--- src/rtl/mul_long_unit_pkg.sv ---
// Shared definitions for the iterative long multiplier: FSM encoding,
// counter sizing and the opcode decode table reused by the control unit.
package mul_long_unit_pkg;

  localparam int MUL_WIDTH = 32;
  localparam int MUL_BPC   = 2;

  typedef enum logic [1:0] {
    ST_IDLE = 2'd0,
    ST_RUN  = 2'd1,
    ST_FIX  = 2'd2,
    ST_DONE = 2'd3
  } mul_state_e;

  typedef enum logic [2:0] {
    OP_MUL   = 3'd0,
    OP_MLA   = 3'd1,
    OP_UMULL = 3'd2,
    OP_SMULL = 3'd3,
    OP_UMLAL = 3'd4,
    OP_SMLAL = 3'd5
  } mul_op_e;

  typedef struct packed {
    logic is_signed;
    logic accumulate;
  } mul_ctrl_t;

  localparam mul_ctrl_t CTRL_MUL   = '{is_signed: 1'b0, accumulate: 1'b0};
  localparam mul_ctrl_t CTRL_MLA   = '{is_signed: 1'b0, accumulate: 1'b1};
  localparam mul_ctrl_t CTRL_UMULL = '{is_signed: 1'b0, accumulate: 1'b0};
  localparam mul_ctrl_t CTRL_SMULL = '{is_signed: 1'b1, accumulate: 1'b0};
  localparam mul_ctrl_t CTRL_UMLAL = '{is_signed: 1'b0, accumulate: 1'b1};
  localparam mul_ctrl_t CTRL_SMLAL = '{is_signed: 1'b1, accumulate: 1'b1};

  // Iteration counter must hold WIDTH/BPC itself, hence the +1.
  function automatic int cnt_width(input int width, input int bpc);
    return $clog2(width / bpc + 1);
  endfunction

  function automatic mul_ctrl_t mul_decode(input mul_op_e op);
    mul_ctrl_t c;
    case (op)
      OP_MUL:   c = CTRL_MUL;
      OP_MLA:   c = CTRL_MLA;
      OP_UMULL: c = CTRL_UMULL;
      OP_SMULL: c = CTRL_SMULL;
      OP_UMLAL: c = CTRL_UMLAL;
      OP_SMLAL: c = CTRL_SMLAL;
      default:  c = CTRL_MUL;
    endcase
    return c;
  endfunction

endpackage

--- src/rtl/mul_long_unit_step.sv ---
// One RUN iteration: add mcand * mbits into the double-width partial product.
// mcand arrives already shifted to the current bit position.
module mul_long_unit_step
  import mul_long_unit_pkg::*;
#(
  parameter int WIDTH          = MUL_WIDTH,
  parameter int BITS_PER_CYCLE = MUL_BPC
) (
  input  logic [2*WIDTH-1:0]        partial_in,
  input  logic [2*WIDTH-1:0]        mcand,
  input  logic [BITS_PER_CYCLE-1:0] mbits,
  output logic [2*WIDTH-1:0]        partial_out
);

  // Shift-and-add over the retired multiplier bits.
  always_comb begin
    partial_out = partial_in;
    for (int i = 0; i < BITS_PER_CYCLE; i++) begin
      if (mbits[i]) begin
        partial_out = partial_out + (mcand << i);
      end
    end
  end

endmodule

--- src/rtl/mul_long_unit.sv ---
// Iterative 32x32->64 multiply / multiply-accumulate for the execute stage.
// Magnitudes are multiplied unsigned; the sign is applied once in FIX.
//
//  state | meaning
//  IDLE  | waiting for start; operands latched on accept
//  RUN   | retire BITS_PER_CYCLE multiplier bits per cycle, count down
//  FIX   | apply sign, add accumulator, register result and flags
//  DONE  | one-cycle done pulse, then back to IDLE
module mul_long_unit
  import mul_long_unit_pkg::*;
#(
  parameter int WIDTH          = MUL_WIDTH,
  parameter int BITS_PER_CYCLE = MUL_BPC
) (
  input  logic             clk,
  input  logic             reset,
  input  logic             start,
  input  logic             flush,
  input  logic             is_signed,
  input  logic             accumulate,
  input  logic [WIDTH-1:0] SrcA,
  input  logic [WIDTH-1:0] SrcB,
  input  logic [WIDTH-1:0] acc_lo,
  input  logic [WIDTH-1:0] acc_hi,
  output logic             busy,
  output logic             done,
  output logic [WIDTH-1:0] result_lo,
  output logic [WIDTH-1:0] result_hi,
  output logic             flag_n,
  output logic             flag_z
);

  localparam int                PW       = 2 * WIDTH;
  localparam int                CNT_W    = cnt_width(WIDTH, BITS_PER_CYCLE);
  localparam logic [CNT_W-1:0]  CNT_LOAD = CNT_W'(WIDTH / BITS_PER_CYCLE);
  localparam logic [CNT_W-1:0]  CNT_ONE  = CNT_W'(1);

  mul_state_e       state_q,     state_d;
  logic [CNT_W-1:0] count_q,     count_d;
  logic [PW-1:0]    mcand_q,     mcand_d;
  logic [WIDTH-1:0] mplier_q,    mplier_d;
  logic [PW-1:0]    partial_q,   partial_d;
  logic [PW-1:0]    acc_q,       acc_d;
  logic             neg_q,       neg_d;
  logic             accum_q,     accum_d;
  logic             busy_q,      busy_d;
  logic             done_q,      done_d;
  logic [WIDTH-1:0] result_lo_q, result_lo_d;
  logic [WIDTH-1:0] result_hi_q, result_hi_d;
  logic             flag_n_q,    flag_n_d;
  logic             flag_z_q,    flag_z_d;

  logic [WIDTH-1:0] abs_a, abs_b;
  logic [PW-1:0]    step_sum;
  logic [PW-1:0]    signed_prod;
  logic [PW-1:0]    fix_value;

  mul_long_unit_step #(
    .WIDTH          (WIDTH),
    .BITS_PER_CYCLE (BITS_PER_CYCLE)
  ) u_step (
    .partial_in  (partial_q),
    .mcand       (mcand_q),
    .mbits       (mplier_q[BITS_PER_CYCLE-1:0]),
    .partial_out (step_sum)
  );

  // Operand magnitudes and the FIX-stage sign/accumulate result.
  // abs(MIN) wraps back to MIN, which is the right unsigned magnitude.
  always_comb begin
    abs_a       = (is_signed && SrcA[WIDTH-1]) ? -SrcA : SrcA;
    abs_b       = (is_signed && SrcB[WIDTH-1]) ? -SrcB : SrcB;
    signed_prod = neg_q ? -partial_q : partial_q;
    fix_value   = signed_prod + (accum_q ? acc_q : '0);
  end

  // Next-state, datapath and registered-output logic.
  always_comb begin
    state_d     = state_q;
    count_d     = count_q;
    mcand_d     = mcand_q;
    mplier_d    = mplier_q;
    partial_d   = partial_q;
    acc_d       = acc_q;
    neg_d       = neg_q;
    accum_d     = accum_q;
    busy_d      = 1'b0;
    done_d      = 1'b0;
    result_lo_d = result_lo_q;
    result_hi_d = result_hi_q;
    flag_n_d    = flag_n_q;
    flag_z_d    = flag_z_q;

    case (state_q)
      ST_IDLE: begin
        if (start && !flush) begin
          mcand_d   = {{WIDTH{1'b0}}, abs_a};
          mplier_d  = abs_b;
          acc_d     = {acc_hi, acc_lo};
          accum_d   = accumulate;
          neg_d     = is_signed & (SrcA[WIDTH-1] ^ SrcB[WIDTH-1]);
          partial_d = '0;
          count_d   = CNT_LOAD;
          busy_d    = 1'b1;
          state_d   = ST_RUN;
        end
      end
      ST_RUN: begin
        if (flush) begin
          state_d = ST_IDLE;
        end else begin
          partial_d = step_sum;
          mcand_d   = mcand_q << BITS_PER_CYCLE;
          mplier_d  = mplier_q >> BITS_PER_CYCLE;
          count_d   = count_q - CNT_ONE;
          busy_d    = 1'b1;
          if (count_q == CNT_ONE) begin
            state_d = ST_FIX;
          end
        end
      end
      ST_FIX: begin
        if (flush) begin
          state_d = ST_IDLE;
        end else begin
          result_lo_d = fix_value[WIDTH-1:0];
          result_hi_d = fix_value[PW-1:WIDTH];
          flag_n_d    = fix_value[PW-1];
          flag_z_d    = (fix_value == '0);
          done_d      = 1'b1;
          state_d     = ST_DONE;
        end
      end
      ST_DONE: begin
        state_d = ST_IDLE;
      end
      default: begin
        state_d = ST_IDLE;
      end
    endcase
  end

  // State and datapath registers with synchronous active-low reset.
  always_ff @(posedge clk) begin
    if (!reset) begin
      state_q     <= ST_IDLE;
      count_q     <= '0;
      mcand_q     <= '0;
      mplier_q    <= '0;
      partial_q   <= '0;
      acc_q       <= '0;
      neg_q       <= 1'b0;
      accum_q     <= 1'b0;
      busy_q      <= 1'b0;
      done_q      <= 1'b0;
      result_lo_q <= '0;
      result_hi_q <= '0;
      flag_n_q    <= 1'b0;
      flag_z_q    <= 1'b0;
    end else begin
      state_q     <= state_d;
      count_q     <= count_d;
      mcand_q     <= mcand_d;
      mplier_q    <= mplier_d;
      partial_q   <= partial_d;
      acc_q       <= acc_d;
      neg_q       <= neg_d;
      accum_q     <= accum_d;
      busy_q      <= busy_d;
      done_q      <= done_d;
      result_lo_q <= result_lo_d;
      result_hi_q <= result_hi_d;
      flag_n_q    <= flag_n_d;
      flag_z_q    <= flag_z_d;
    end
  end

  assign busy      = busy_q;
  assign done      = done_q;
  assign result_lo = result_lo_q;
  assign result_hi = result_hi_q;
  assign flag_n    = flag_n_q;
  assign flag_z    = flag_z_q;

endmodule

--- config.mk ---
export PLATFORM = sky130hd
export DESIGN_NAME = mul_long_unit
export DESIGN_NICKNAME = d
export VERILOG_FILES = /design/src/rtl/mul_long_unit_pkg.sv /design/src/rtl/mul_long_unit_step.sv /design/src/rtl/mul_long_unit.sv
export SDC_FILE = /design/constraint.sdc
export NUM_CORES = 1
export LEC_CHECK = 0
export ABC_AREA = 1
export CAP_MARGIN = 30
export CORE_MARGIN = 2
export CORE_UTILIZATION = 63
export CTS_BUF_LIST = sky130_fd_sc_hd__clkbuf_4 sky130_fd_sc_hd__clkbuf_8
export CTS_CLUSTER_SIZE = 24
export DETAILED_ROUTE_END_ITERATION = 7
export PLACE_DENSITY_LB_ADDON = 0.08
export SLEW_MARGIN = 20
export SYNTH_ARGS = -nofsm -noshare
export SYNTH_HDL_FRONTEND = slang
export SYNTH_SLANG_ARGS = --single-unit
--- constraint.sdc ---
create_clock -name clk -period 5.25 [get_ports clk]
set_input_delay 1.05 -clock clk [delete_from_list [all_inputs] [get_ports clk]]
set_output_delay 1.05 -clock clk [all_outputs]
set_load 0.01 [all_outputs]
Yosys cells after proc, flatten, opt, wreduce, memory -nomap -nowiden:

Cells that the tools add are included.

* add/sub/neg operators: 7
* eq/ne operators: 7
* muxes and demuxes: 26
* bitwise gates (word level): 3
* reduce and logical (&&, ||, !) cells: 12

Operators by type and width (number)
* $mux 64: 8
* $pmux 64 s2: 2
* $add 64x64->64: 3
* $mux 32: 4
* $logic_not 64->1: 1
* $neg 32->32: 2
* $neg 64->64: 1
* $pmux 32 s2: 1
* $mux 5: 2
* $pmux 5 s2: 1
* $mux 2: 4
* $pmux 2 s4: 1
* $reduce_and 2->1: 4
* $eq 5x1->1 const B: 1
* $sub 5x1->5 const B: 1
* $eq 2x2->1 const B: 2
* $ne 2x2->1 const B: 2
* $logic_and 1x1->1: 3
* $ne 3x3->1 const B: 1
* $reduce_and 3->1: 1
* $eq 2x1->1 const B: 1
* $logic_not 2->1: 1
* $mux 1: 2
* $pmux 1 s2: 1
* 5 further kinds: 5

* register bits: 301
* input bits: 134
* output and inout port bits: 68

Depth between registers and ports, before layout:

Gate-level depths: netlist of the first run.

* word-level depth: 6
* mapped depth: 35
* depth with buffers taken out: 35

Hierarchy:

Synthesis of the first run repeated with hierarchy kept, for this count alone.

* cell total of the unflattened synthesis: 5950
* area, all modules: 33129.3 um2

Modules (own cells, without submodules)
* mul_long_unit: instances 1, cells an instance 3461, area an instance 20947.6 um2, seq. area each 6005.8 um2
* mul_long_unit_step: instances 1, cells an instance 2489, area an instance 12181.7 um2, seq. area each 0.0 um2

Worst setup path before layout of the first run:

OpenSTA, ideal clock, no wires.

* path type: register to register
* start: reg mcand_q[0]
* end: reg partial_q[58]
* arrival: 3.613 ns
* required time: 5.118 ns
* setup slack: 1.505 ns
* stages on the path, launching flop included: 32
* cells stage by stage: dfxtp_1 ha_1 inv_1 fa_1 inv_1 nand3_1 nand2_1 a21boi_2 o21bai_1 nand2_1 nand2_1 nand4_1 nand2_1 xnor2_1 nand2_1 nand2_1 inv_1 ha_1 inv_1 nor3_1 inv_1 nor2_1 inv_1 o21ai_0 inv_1 o21a_1 nand3_1 nand3_1 nand2_1 inv_1 nand2_1 a21oi_1

* cells in the longest elaborated chain, start to end: 6

Ends and longest elaborated chain
* from (decl): RTL line mul_long_unit.sv:40 `logic [PW-1:0] mcand_q, mcand_d;`
* from (signal assigned): RTL line mul_long_unit.sv:163 `mcand_q <= mcand_d;`
* $add 64x64->64: RTL line mul_long_unit_step.sv:20 `partial_out = partial_out + (mcand << i);`
* $mux 64: RTL line mul_long_unit_step.sv:19 `if (mbits[i]) begin`
* $add 64x64->64: RTL line mul_long_unit_step.sv:20
* $mux 64 (*): RTL line mul_long_unit_step.sv:19
* $mux 64 (*): RTL line mul_long_unit.sv:109 `if (flush) begin`
* $pmux 64 s2 (*): RTL line mul_long_unit.sv:94 `case (state_q)`
* to (signal assigned): RTL line mul_long_unit.sv:165 `partial_q <= partial_d;`
* to (decl): RTL line mul_long_unit.sv:42 `logic [PW-1:0] partial_q, partial_d;`

Mark *: on every way between the ends. The rest lies on a longest branch, timed or not. The select of a mux whose other input is x is not followed.
A chain may end at the register's enable or synchronous reset.

Final worst setup path of the first run:

* start: reg partial_q[0]
* end: reg flag_z_q, in the netlist flag_z

* cells in the longest elaborated chain, start to end: 4

Ends and longest elaborated chain
* $neg 64->64: RTL line mul_long_unit.sv:73 `signed_prod = neg_q ? -partial_q : partial_q;`
* $mux 64 (*): RTL line mul_long_unit.sv:73
* $add 64x64->64 (*): RTL line mul_long_unit.sv:74 `fix_value = signed_prod + (accum_q ? acc_q : '0);`
* $logic_not 64->1 (*): RTL line mul_long_unit.sv:129 `flag_z_d = (fix_value == '0);`
* to (signal assigned): RTL line mul_long_unit.sv:174 `flag_z_q <= flag_z_d;`
* to (decl): RTL line mul_long_unit.sv:51 `logic flag_z_q, flag_z_d;`

Mark *: on every way between the ends. The rest lies on a longest branch, timed or not.

==> run_results.csv, run 1 <==
group,metric,value,unit
status,status,"completed",
synth,synth_warnings,0,
power_and_ir_drop,power_switching,2270,uW
power_and_ir_drop,swShare,33.5,%
floorplanning,start_util,63.5,%
clock_network,cts_root_buf,"clkbuf_8",
global_route,grt_pass1_wl,185,mm
power_and_ir_drop,p_seq_share,37.1,%
worst_setup_path,path_common_cell,"nand2_1",
synth,synthTopCellsByArea,"dfxtp_1, nand2_1, inv_1",
synth,yosys.cell_types.count,66,
power_and_ir_drop,irDropWorstVdd,0.248,mV
synth,mappedNetlistArea,31700,um^2
global_route,antenna_found_initial,2,
floorplanning,die_area,52200,um^2
final_layout,synthToLayoutAreaGrowth,13.1,%
worst_hold_path,hold_path_end,"count_q[1]$_SDFFE_PN0P_",
timing,worst_pin_slew,960,ps
timing,max_freq,198,MHz
worst_setup_path,endpoint_kind,"register",
global_route,grt_max_degree,129,
routing,routed_wl,121,mm
worst_setup_path,crit_slowest_cell,"ha_1",
synth,synth_nets,5902,
place,place.port_buffers,201,
power_and_ir_drop,clkPwrFrac,40.9,%
routing,final_antenna_net_count,0,
routing,viasPerCell,5.84,
power_and_ir_drop,power_density,188,nW/um^2
clock_network,cts_buffers,54,
worst_setup_path,reg2reg_slack,200,ps
synth,seq_area_frac_synth,18.9,%
worst_setup_path,reg2reg_from,"partial_q[0]$_SDFFE_PN0P_",
place,dp_cells,6344,
timing,max-slew-margin-rel,36.0,%
global_route,track_usage,44.6,%
flow_run,cap_violations,0,
synth,syn_inst,5565,
worst_hold_path,hp-start,"count_q[1]$_SDFFE_PN0P_",
synth,synth_top_area_share,18.9,%
timing,slew_violations,0,
routing,drt_iter0_drc,4475,
floorplanning,top_level_ports,202,
synth,synthArstFlopShare,0,%
final_layout,diodes,0,
global_route,first_global_vias,34465,
worst_setup_path,crit_required,5930,ps
timing,hold_viol_final,0,
worst_setup_path,path_class,"reg -> reg",
worst_setup_path,regToRegEndpoint,"flag_z$_SDFFE_PN0P_",
synth,synthFlopType,"dfxtp_1",
global_route,gr-total-overflow,0,
timing,setup_viol,0,
place,dpl.hpwl,95.1,mm
timing,skew,98.1,ps
place,gp_congestion,1.10,
synth,synth-edff-count,0,
routing,drt-pass1-iter-count,6,
clock_network,path_clk_slew,70,ps
worst_hold_path,hp-class,"reg -> reg",
worst_setup_path,reg2reg_depth,28,
routing,vias,37632,
synth,ys_ff_latch,300,
clock_network,ctsHoldBuffers,0,
worst_setup_path,crit_fanout,5,
power_and_ir_drop,internal_power,4500,uW
clock_network,clkSinkCount,300,
final_layout,final_cells,6442,
synth,avgSynthCellArea,5.70,um^2
place,dpl_cell_area,34500,um^2
clock_network,cts.htree.levels,2,
worst_setup_path,arrival,5730,ps
clock_network,clk_latency,760,ps
power_and_ir_drop,comb_power_share,22.0,%
clock_network,clk_path_buf_depth,3,
final_layout,finalNetCount,6067,
worst_setup_path,start_kind,"register",
worst_setup_path,crit_start,"partial_q[0]$_SDFFE_PN0P_",
floorplanning,fp.dieH,228,um
final_layout,fillers,4544,
final_layout,seq_area,6010,um^2
final_layout,multi_input_area,21800,um^2
timing,post-route-min-period,5050,ps
synth,synth_largest_area_cell,"dfxtp_1",
worst_hold_path,min_path_cells,2,
worst_setup_path,cpPeakStageDelay,470,ps
floorplanning,core_area,50000,um^2
routing,drc_errors,0,
final_layout,stdcell_area,35900,um^2
clock_network,cts_tree,"done",
floorplanning,die_w,228,um
final_layout,drive_above_1_share,5.94,%
timing,min_period_over_period,96.2,%
power_and_ir_drop,p_leak,0.0179,uW
routing,avgRoutedWirePerCell,18.8,um
floorplanning,row_count,82,
## cell usage in the layout, fill, tap and decap left out, types with 14 or more instances in the layout
cell	synthesis	routed
xor2_1	113	113
inv_1	895	893
a21oi_1	389	387
a31oi_1	27	27
nor4_1	24	24
xnor2_1	60	60
nand4_1	44	44
nor2_4	11	14
dfxtp_1	300	297
nand2_1	1592	1585
clkbuf_8	0	69
a21o_1	20	20
nand3b_1	31	31
buf_4	1	57
a21boi_0	15	15
nor2_2	34	37
o211ai_1	89	89
o21ai_0	362	360
o21a_1	19	19
o21ai_1	20	22
ha_1	200	196
nor3_1	49	48
o21bai_1	39	38
nand2_2	27	34
nor2_1	641	635
inv_2	18	19
nand3_1	267	267
clkdlybuf4s50_1	0	200
## layout make-up
class                      count  area share, %
tap                          672           2.34
clock buffer                  74           2.75
clock inverter                22          0.937
multi-input combinational   4196           60.7
inverter                     918           9.61
timing repair buffer         260           6.96
sequential                   300           16.7
## what timing repair did
action / CTS / global route
gates resized for setup: 0 / 19
setup buffers: 0 / 1
hold endpoints to repair: 0 / 0
endpoints found under the setup margin: 0 / 14
## metrics by stage
stage | setup WS (ps) | total power, uW | util [%] | hold WS, ps | setup TNS (ps)
4_1_cts | 184 | 6690 | 71.7 | 468 | 0
3_5_place_dp | 238 | 3970 | 69.0 | 458 | 0
3_3_place_gp | 326 | 3940 | 69.0 | 453 | 0
5_1_grt | -20.2 | 6980 | 71.9 | 489 | -20.2
2_1_floorplan | 1500 | 3440 | - | 442 | 0
6_report | 201 | 6760 | 71.9 | 469 | 0
## layer usage
metal,track usage (%),wire [um]
met3,11.1,15000
met5,0,22
met4,26.0,7970
met2,68.1,50500
met1,57.1,47600
## registers in the layout (all words and copies together), names as in the netlist, 2 cells and up
register   count
partial_q     64
acc_q         64
mcand_q       64
result_hi     32
mplier_q      32
state_q        2
count_q        5
result_lo     32
## worst max-delay path by stage
stage | end | slack [ps] | cells past startpoint
after floorplan | partial_q[58]$_SDFFE_PN0P_ | 1500 | 31
after global placement | flag_z$_SDFFE_PN0P_ | 330 | 24
after detailed placement | partial_q[39]$_SDFFE_PN0P_ | 240 | 27
after CTS | partial_q[63]$_SDFFE_PN0P_ | 180 | 28
after global routing | flag_z$_SDFFE_PN0P_ | -20 | 28
final | flag_z$_SDFFE_PN0P_ | 200 | 28
## critical path: cells and delay by family, from the launching register on
family,cells,cell delay (ps)
adders and majority gates,2,670
DFF,1,330
buffers and inverters,2,250
and+or+nand+nor,22,3410
xor gates and xnor gates,1,100
AOI/OAI and AO/OA,1,180
## synthesized netlist by cell type, types with 4 or more instances
cell type,number
xor2_1,113
nand3b_1,31
xnor2_1,60
clkbuf_1,120
nand3_2,12
clkinv_1,4
nand2_1,1592
nor3_1,49
or2_2,8
a21oi_2,9
nor2_4,11
o211ai_1,89
nor2_1,641
o21ai_1,20
o221ai_1,4
a21oi_1,389
buf_2,10
o22ai_1,6
a211oi_1,6
a21boi_0,15
buf_1,20
o21ai_0,362
nand4_1,44
o31ai_1,7
ha_1,200
nor4_1,24
nand3_1,267
inv_1,895
o21a_1,19
o21bai_1,39
o21ai_2,10
nor3_2,11
a21o_1,20
nor2_2,34
nand2_2,27
inv_2,18
nor3_4,5
dfxtp_1,300
a31oi_1,27
## cell families after synthesis
kind of cell	after synthesis	share of synthesized area, %
adders and majority gates	203	8.07
buffers and inverters	1069	12.7
xor gates and xnor gates	173	4.77
DFF	300	18.9
AOI/OAI and AO/OA	1046	18.8
and+or+nand+nor	2774	36.8
## power by group through the flow
stage	Combinational (uW)	Clock, uW	Sequential, uW
after floorplan	933	0	2510
after global placement	1390	0	2550
after detailed placement	1420	0	2550
after CTS	1430	2750	2500
after global routing	1610	2860	2520
final	1490	2770	2510
(Power assumes the default switching activity.)
==> run 2, diff against run 1 <==
- CTS_CLUSTER_DIAMETER: unset -> 60
==> run_results.csv, run 2 (synthesis gave the netlist of run 1 again) <==
group,metric,value,unit
clock_network,cts_root_buf,"clkbuf_8",
routing,vias,37576,
timing,max_freq,200,MHz
timing,hold_viol_final,0,
final_layout,fillers,4633,
worst_setup_path,reg2reg_depth,29,
status,status,"finished with violations",
clock_network,cts_buffers,35,
power_and_ir_drop,clkPwrFrac,33.5,%
worst_setup_path,cpPeakStageDelay,410,ps
global_route,track_usage,44.4,%
worst_setup_path,path_class,"reg -> reg",
routing,routed_wl,120,mm
power_and_ir_drop,comb_power_share,24.7,%
power_and_ir_drop,power_density,169,nW/um^2
floorplanning,die_w,228,um
clock_network,cts.htree.levels,2,
routing,viasPerCell,5.86,
final_layout,final_common_cell,"nand2_1",
worst_setup_path,reg2reg_from,"partial_q[1]$_SDFFE_PN0P_",
clock_network,clk_latency,680,ps
worst_setup_path,reg2reg_slack,260,ps
power_and_ir_drop,p_seq_share,41.8,%
global_route,gr-total-overflow,0,
global_route,first_global_vias,34090,
floorplanning,start_util,63.5,%
place,place.port_buffers,201,
floorplanning,die_area,52200,um^2
final_layout,final_cell_mix,"nand2_1, inv_1, nor2_1",
clock_network,clk_path_buf_depth,3,
power_and_ir_drop,swShare,38.1,%
power_and_ir_drop,irDropWorstVdd,0.241,mV
worst_setup_path,crit_start,"partial_q[1]$_SDFFE_PN0P_",
timing,worst_pin_slew,966,ps
global_route,grt_max_degree,129,
power_and_ir_drop,power_switching,2290,uW
place,gp_congestion,1.10,
power_and_ir_drop,p_leak,0.0176,uW
worst_hold_path,hp-class,"reg -> reg",
final_layout,reg_top3,"acc_q: 64 flops, mcand_q: 64 flops, partial_q: 64 flops",
timing,slew_violations,0,
timing,post-route-min-period,4990,ps
routing,final_antenna_net_count,0,
worst_setup_path,start_kind,"register",
clock_network,cts_tree,"done",
final_layout,synthToLayoutAreaGrowth,11.7,%
worst_setup_path,crit_fanout,5,
global_route,grt_pass1_wl,184,mm
final_layout,drive_above_1_share,5.44,%
timing,min_period_over_period,95.0,%
clock_network,path_clk_slew,120,ps
worst_setup_path,crit_path_end,"flag_z$_SDFFE_PN0P_",
worst_setup_path,cp.depth,29,
timing,setup_viol,0,
worst_setup_path,arrival,5590,ps
final_layout,finalNetCount,6047,
floorplanning,row_count,82,
timing,skew,48.4,ps
floorplanning,core_area,50000,um^2
place,dpl.hpwl,95.1,mm
routing,drt-pass1-iter-count,8,
routing,drc_errors,1,
worst_hold_path,hp-start,"count_q[1]$_SDFFE_PN0P_",
routing,drt_iter0_drc,4467,
worst_setup_path,crit_slowest_cell,"ha_2",
floorplanning,top_level_ports,202,
worst_setup_path,endpoint_kind,"register",
clock_network,postCtsSetupRepairBufs,0,
worst_setup_path,crit_required,5850,ps
routing,avgRoutedWirePerCell,18.8,um
timing,max-slew-margin-rel,35.6,%
status,violations,"DRC",
worst_setup_path,cp_num_buf_inv,2,
flow_run,cap_violations,0,
power_and_ir_drop,internal_power,3720,uW
floorplanning,fp.dieH,228,um
timing,finalHoldWorstSlack,475,ps
worst_setup_path,path_common_cell,"nand2_1",
global_route,antenna_found_initial,2,
worst_setup_path,regToRegEndpoint,"flag_z$_SDFFE_PN0P_",
timing,rsz0062_at_grt,"true",
worst_setup_path,crit_family,"simple AND/OR/NAND/NOR gates",
clock_network,clkSinkCount,300,
timing,tns,0,ps
-- run 2: changes by cell type in the layout (fill, tap and decap cells not counted), sizes merged --
cell,before,now
inv,915,922
buf,60,59
clkinvlp,1,2
clkinv,17,18
diode,0,1
bufinv,7,0
clkbuf,74,40
-- run 2: power groups by stage --
stage	clock [uW]	sequential (uW)	combinational [uW]
finish	2010	2510	1480
global route	2110	2520	1600
CTS	2020	2500	1430
detailed placement	0	2550	1420
global placement	0	2550	1390
floorplan	0	2510	933
-- run 2: timing repair --
item | CTS | global route
endpoints found under the setup margin | 0 | 12
resized for setup | 0 | 21
hold buffers | 0 | 0
-- run 2: worst min-delay path by stage --
stage                           endpoint  slack [ps]  depth (start not counted)
3_5_place_dp     count_q[1]$_SDFFE_PN0P_         460                          2
2_1_floorplan  mplier_q[30]$_SDFFE_PN0P_         440                          2
5_1_grt        mplier_q[29]$_SDFFE_PN0P_         500                          2
6_report         count_q[1]$_SDFFE_PN0P_         470                          2
3_3_place_gp   mplier_q[30]$_SDFFE_PN0P_         450                          2
4_1_cts          count_q[1]$_SDFFE_PN0P_         480                          2
-- run 2: worst register-to-register path, delay by kind of cell, from the launching register on --
kind            cells  cell delay [ps]
xor+xnor            1              170
flops               1              360
fa+ha+maj           2              600
compound gates      3              500
buf+inv             2              240
simple gates       21             3020
-- run 2: metrics by stage --
stage | area (um^2) | setup slack [ps] | instances | util [%] | power, uW
after CTS | 35400 | 173 | 6408 | 70.8 | 5950
after detailed placement | 34500 | 238 | 6344 | 69.0 | 3970
after floorplan | 31700 | 1500 | 5565 | - | 3440
after global routing | 35500 | -43.6 | 6409 | 71.0 | 6230
after global placement | 34500 | 326 | 6344 | 69.0 | 3940
final | 35500 | 262 | 6410 | 71.0 | 6000
-- run 2: routing by layer --
metal  routed length [um]  GRT usage [%]  up-vias
met5                   28              0        -
met4                 7670           24.4        4
met3                15000           10.0      458
met2                50200           68.0     2341
met1                47400           57.8    16699
li1                     -              -    18074
-- run 2: area by class of cell --
cell class,instances,area (um^2),share of cell area (%)
Clock buffer,40,538,1.52
Clock inverter,24,343,0.967
Antenna cell,1,2.50,0.00706
Sequential cell,300,6010,16.9
Inverter,918,3450,9.73
Multi-Input combinational cell,4196,21800,61.4
Tap cell,672,841,2.37
Timing Repair Buffer,259,2490,7.02
